[src/rtl/router_register.sv]
// Router datapath register block: latches the header, stages payload bytes to the
// FIFO, holds a byte across FIFO-full, and checks packet parity.
module router_register (
  input  logic       clock,
  input  logic       resetn,
  input  logic       pkt_valid,
  input  logic [7:0] data_in,
  input  logic       fifo_full,
  input  logic       rst_int_reg,
  input  logic       detect_add,
  input  logic       lfd_state,
  input  logic       ld_state,
  input  logic       laf_state,
  input  logic       full_state,
  output logic       parity_done,
  output logic       low_pkt_valid,
  output logic       err,
  output logic [7:0] dout
);

  logic [7:0] header_byte_q, header_byte_d;
  logic [7:0] full_state_byte_q, full_state_byte_d;
  logic [7:0] internal_parity_q, internal_parity_d;
  logic [7:0] packet_parity_q, packet_parity_d;
  logic [7:0] dout_q, dout_d;
  logic       parity_done_q, parity_done_d;
  logic       low_pkt_valid_q, low_pkt_valid_d;
  logic       err_q, err_d;

  always_comb begin
    header_byte_d     = header_byte_q;
    full_state_byte_d = full_state_byte_q;
    internal_parity_d = internal_parity_q;
    packet_parity_d   = packet_parity_q;
    dout_d            = dout_q;
    parity_done_d     = parity_done_q;
    low_pkt_valid_d   = low_pkt_valid_q;
    err_d             = err_q;

    // Address 2'b11 does not exist, so such a header is ignored.
    if (detect_add && pkt_valid && (data_in[1:0] != 2'b11))
      header_byte_d = data_in;

    if (lfd_state)                    dout_d = header_byte_q;
    else if (ld_state && !fifo_full)  dout_d = data_in;
    else if (laf_state)               dout_d = full_state_byte_q;

    // Capture the byte the FIFO refused so laf_state can replay it.
    if (ld_state && fifo_full)
      full_state_byte_d = data_in;

    if (detect_add)                                internal_parity_d = 8'h00;
    else if (lfd_state)                            internal_parity_d = internal_parity_q ^ header_byte_q;
    else if (ld_state && pkt_valid && !full_state) internal_parity_d = internal_parity_q ^ data_in;

    if (detect_add)                    packet_parity_d = 8'h00;
    else if (ld_state && !pkt_valid)   packet_parity_d = data_in;

    if (rst_int_reg)                   low_pkt_valid_d = 1'b0;
    else if (ld_state && !pkt_valid)   low_pkt_valid_d = 1'b1;

    // Parity byte either goes straight through, or arrives while full and is
    // replayed later from laf_state.
    if (detect_add)
      parity_done_d = 1'b0;
    else if ((ld_state && !fifo_full && !pkt_valid) ||
             (laf_state && low_pkt_valid_q && !parity_done_q))
      parity_done_d = 1'b1;

    if (detect_add)         err_d = 1'b0;
    else if (parity_done_q) err_d = (internal_parity_q != packet_parity_q);
  end

  always_ff @(posedge clock) begin
    if (resetn) begin
      header_byte_q     <= 8'h00;
      full_state_byte_q <= 8'h00;
      internal_parity_q <= 8'h00;
      packet_parity_q   <= 8'h00;
      dout_q            <= 8'h00;
      parity_done_q     <= 1'b0;
      low_pkt_valid_q   <= 1'b0;
      err_q             <= 1'b0;
    end else begin
      header_byte_q     <= header_byte_d;
      full_state_byte_q <= full_state_byte_d;
      internal_parity_q <= internal_parity_d;
      packet_parity_q   <= packet_parity_d;
      dout_q            <= dout_d;
      parity_done_q     <= parity_done_d;
      low_pkt_valid_q   <= low_pkt_valid_d;
      err_q             <= err_d;
    end
  end

  assign dout          = dout_q;
  assign parity_done   = parity_done_q;
  assign low_pkt_valid = low_pkt_valid_q;
  assign err           = err_q;

endmodule

[config.mk]
export PLATFORM = sky130hd
export DESIGN_NAME = router_register
export DESIGN_NICKNAME = d
export VERILOG_FILES = /design/src/rtl/router_register.sv
export SDC_FILE = /design/constraint.sdc
export NUM_CORES = 1
export LEC_CHECK = 0
export ABC_AREA = 1
export BUFFER_PORTS_ARGS = -buffer_cell sky130_fd_sc_hd__buf_2
export CORE_MARGIN = 5
export CORE_UTILIZATION = 56
export DETAILED_ROUTE_END_ITERATION = 8
export PLACE_DENSITY = 0.86
export SLEW_MARGIN = 20
export SYNTH_ARGS = -nofsm -noshare
export SYNTH_HDL_FRONTEND = slang
export SYNTH_SLANG_ARGS = --single-unit
[constraint.sdc]
create_clock -name clock -period 1.15 [get_ports clock]
set_input_delay 0.115 -clock clock [delete_from_list [all_inputs] [get_ports clock]]
set_output_delay 0.115 -clock clock [all_outputs]
set_load 0.01 [all_outputs]
After elaboration in Yosys (flattened, before gate mapping)
Index checks and enable logic that the tools add are counted.

Word-level logic and storage cells: 36. Output and inout port bits: 11. Input port bits: 18. Register bits after elaboration: 43.

Bitwise operators: 2. Reduce and logical (&&, ||, !) cells: 19. Equal/unequal tests: 2. Muxes and demuxes: 5.

Operator list (number): $mux W8 (5); $xor A8 B8 Y8 (2); $logic_and A1 B1 Y1 (10); $ne A8 B8 Y1 (1); $logic_not A1 Y1 (4); $reduce_or A2 Y1 (2); $reduce_bool A3 Y1 (1); $ne A2 B2 Y1 const B (1); $reduce_bool A2 Y1 (1); $logic_or A1 B1 Y1 (1).

Longest topological paths before layout
Depth in word-level cells: 4. Gate-level depth with buffers: 7. Mapped depth without buffers: 7.

Least setup slack after synthesis
Ideal clock, no wire load.

Path kind: input-to-reg. Start point: input port ld_state. End point: register dout_q[0], in the netlist dout[0]. Data arrival time: 0.772 ns. Path slack: 0.257 ns. Stages: 7. Path buffers: 1. Data required time: 1.030 ns. Library setup time: 0.120 ns. Cells stage by stage: inv_2 -> nor2_4 -> buf_6 -> nor2_8 -> nand2_8 -> o21ai_2 -> a21oi_2.

Longest elaborated chain between the ends: 3. Elaborated cells between the ends (all ways): 4. Classes of those cells: mux: 2; reduce/logical: 2.

Ends and longest elaborated chain: start, declared (RTL line 12) `input logic ld_state,`; $logic_and A1 B1 Y1 (*) (RTL line 45) `else if (ld_state && !fifo_full) dout_d = data_in;`; $mux W8 (RTL line 45); $mux W8 (RTL line 44) `if (lfd_state) dout_d = header_byte_q;`; end signal, assigned (RTL line 89) `dout_q <= dout_d;`; end, declared (RTL line 25) `logic [7:0] dout_q, dout_d;`.

Every way passes the cells marked *; elsewhere a longest branch is shown, timed or not. A chain may end at the register's enable or synchronous reset.

Worst setup path in the final report
Start point: register parity_done_q, in the netlist parity_done. End point: output port parity_done.

RTL lines: start, declared (RTL line 26) `logic parity_done_q, parity_done_d;`; start signal, assigned (RTL line 90) `parity_done_q <= parity_done_d;`; end, declared (RTL line 15) `output logic parity_done,`.

No word-level cell between the ends.

==> flow_metrics.env <==
export IMPL_status="completed"
export IMPL_synth_top_area_share_pct=42.60
export IMPL_finalSetupViolCount=0
export IMPL_cts_post_setup_buffers_inserted=0
export IMPL_pwr_share_comb_pct=15.2
export IMPL_wirelength_um=4387
export IMPL_grt_pass1_vias=1790
export IMPL_dp_cells=335
export IMPL_overflow=0
export IMPL_drt_first_pass_iters=4
export IMPL_worst_path_max_delay_cell="dfxtp_1"
export IMPL_syn_area_um2=2021
export IMPL_ys_warn_count=0
export IMPL_grt_setup_unrepaired="no"
export IMPL_whs_endpoint="packet_parity_q[4]"
export IMPL_coreArea_um2=3416
export IMPL_crit_type="reg -> out"
export IMPL_crit_buf_inv=1
export IMPL_end_kind="output port"
export IMPL_synthDistinctLibCells=24
export IMPL_crit_path_cell_trace="buf_2"
export IMPL_via_count=1807
export IMPL_critPathMaxStageDelay_ns=0.39
export IMPL_routedWlPerCell_um=12.75
export IMPL_hold_path_class="in -> reg"
export IMPL_clock_latency_ns=0.35
export IMPL_p_switching_uw=785.4
export IMPL_p_int_mw=2.095
export IMPL_ys_seq_area_share_pct=42.60
export IMPL_num_rows=21
export IMPL_place_congestion=0.7835
export IMPL_htree_levels=2
export IMPL_dp_hpwl_um=3290
export IMPL_syn_nets=284
export IMPL_boundaryPins=29
export IMPL_grt_antenna_before_repair=0
export IMPL_grt_use_total_pct=19.53
export IMPL_critPathTopFamily="flip-flops"
export IMPL_clock_fmax_ghz=0.9966
export IMPL_instances_no_fill=344
export IMPL_layout_worst_path_cycle_share_pct=87.25
export IMPL_seq_power_share_pct=55.9
export IMPL_grt_pass1_wl_um=7824
export IMPL_yosys_top_cells_area="dfxtp_1, a21oi_1, nand2_1"
export IMPL_placed_area_um2=2188
export IMPL_portBuffers=28
export IMPL_r2r_start="packet_parity_q[1]"
export IMPL_critPathRequiredTime_ns=1.03
export IMPL_peakVddDrop_v=0.001160
export IMPL_ctsResizeCount=0
export IMPL_syn_mean_instance_area_um2=7.597
export IMPL_p_sw_share_pct=27.27
export IMPL_p_per_area_nw_per_um2=1270
export IMPL_fin_area_um2=2267
export IMPL_root_buffer="clkbuf_4"
export IMPL_die_h_um=70.07
export IMPL_clkPwrFrac_pct=28.9
export IMPL_ant_nets=0
export IMPL_initial_core_util_pct=59.16
export IMPL_diodes=0
export IMPL_dieArea_um2=4910
export IMPL_hold_depth=3
export IMPL_worst_pin_slew_ns=0.4272
export IMPL_ys_seq_elements=43
export IMPL_via_per_inst=5.253
export IMPL_cp_max_fo=4
export IMPL_drv_slew=0
export IMPL_ff2ff_setup_slack_ns=0.17
export IMPL_cts_path_max_buffers=2
export IMPL_cts_tree="done"
export IMPL_fp_dieW_um=70.07
export IMPL_finalHoldViolCount=0
export IMPL_drt_iter0_drc=155
export IMPL_fin_crit_ns=1.003
export IMPL_maxSlewHeadroom_pct=71.52
export IMPL_synth_top_area_cell="dfxtp_1"
export IMPL_drc=0
export IMPL_r2r_cells=7
export IMPL_synthesis_instances=266
export IMPL_final_nets=315
export IMPL_area_delta_synth_final_pct=12.20
export IMPL_p_leak_nw=1.038
export IMPL_finClkSkew_ns=0.006985
export IMPL_cts_buffers_inserted=5
export IMPL_max_cap_viol_count=0
export IMPL_grt_max_degree=19
export IMPL_hold_buffers=1
export IMPL_rr_endpoint="err"
export IMPL_hold_start="data_in[4]"
export IMPL_setup_tns_ns=0
export IMPL_cp_start_kind="flip-flop"
export IMPL_cts_sinks=43
export IMPL_layout_drive_gt1_share_pct=21.81
export IMPL_cts_clk_slew_worst_paths_ns=0.12
export IMPL_cp_arrival_ns=0.89
==> worst max-delay path by stage <==
stage / cells after the start / startpoint / slack (ns) / endpoint
CTS: 1 / parity_done / 0.12 / parity_done
floorplan: 7 / ld_state / 0.26 / dout[0]
global route: 7 / packet_parity_q[7] / 0.05 / err
global placement: 4 / lfd_state / 0.1 / dout[4]
detailed placement: 4 / lfd_state / 0.06 / dout[3]
finish: 1 / parity_done / 0.15 / parity_done
==> metrics by stage <==
step           utilization, %  power, mW  hold slack (ns)  setup WS, ns
6_report                66.37      2.880          0.04791        0.1466
5_1_grt                 66.37      3.056          0.03506       0.04798
4_1_cts                 66.37      2.917          0.02398        0.1165
3_5_place_dp            64.07      2.080           0.2742       0.05923
3_3_place_gp            64.07      2.067           0.2721       0.09501
2_1_floorplan               -      1.951           0.1874        0.2573
==> area by class of cell <==
class                      count  area [um2]
clock buffer                   8       68.82
fill                         306        1149
inverter                      36       135.1
multi-input combinational    178       952.2
sequential                    43       860.8
tap                           46       57.56
timing repair buffer          33       192.7
==> synth_stat cells (all sizes together) <==
master	count
a21oi	42
a21boi	2
inv	36
nand3	10
dfxtp	43
nand2	44
nor2	34
xnor2	2
o21ai	34
buf	9
o22ai	8
nor3	2
==> power groups by stage <==
stage	Sequential [mW]	Combinational (mW)	Clock [mW]
floorplan	1.65	0.300	0
global placement	1.64	0.425	0
detailed placement	1.64	0.436	0
CTS	1.61	0.442	0.865
global route	1.62	0.494	0.940
finish	1.61	0.439	0.831
==> placed cells by master, fill, tap and decap left out, drive strengths merged <==
master | synthesis | final
a21boi | 2 | 2
a21oi | 42 | 42
buf | 9 | 32
clkbuf | 0 | 8
dfxtp | 43 | 43
dlygate4sd3 | 0 | 1
inv | 36 | 36
nand2 | 44 | 44
nand3 | 10 | 10
nor2 | 34 | 34
nor3 | 2 | 2
o21ai | 34 | 34
o22ai | 8 | 8
xnor2 | 2 | 2
==> flip-flops by register name, summed over array words and instances (netlist names) <==
name,flops
parity_done,1
low_pkt_valid,1
internal_parity_q,8
dout,8
header_byte_q,8
err,1
packet_parity_q,8
full_state_byte_q,8
==> metal layers <==
| metal | GRT usage, % | wire [um] |
|---|---|---|
| met2 | 34.52 | 2296 |
| met3 | 5.595 | 210 |
| met4 | 6.170 | 53 |
| met5 | 0 | 0 |
| met1 | 22.61 | 1827 |
==> kinds of logic (layout without fill, tap and decap cells) <==
| logic type | after synthesis | in the layout | share of synthesized area [%] |
|---|---|---|---|
| AND/OR/NAND/NOR | 90 | 90 | 20.68 |
| buffers and inverters | 45 | 77 | 10.28 |
| AO/OA/AOI/OAI | 86 | 86 | 25.57 |
| flip-flops | 43 | 43 | 42.60 |
| XOR/XNOR | 2 | 2 | 0.8670 |
Note: power is estimated with default switching activity, not from simulation.
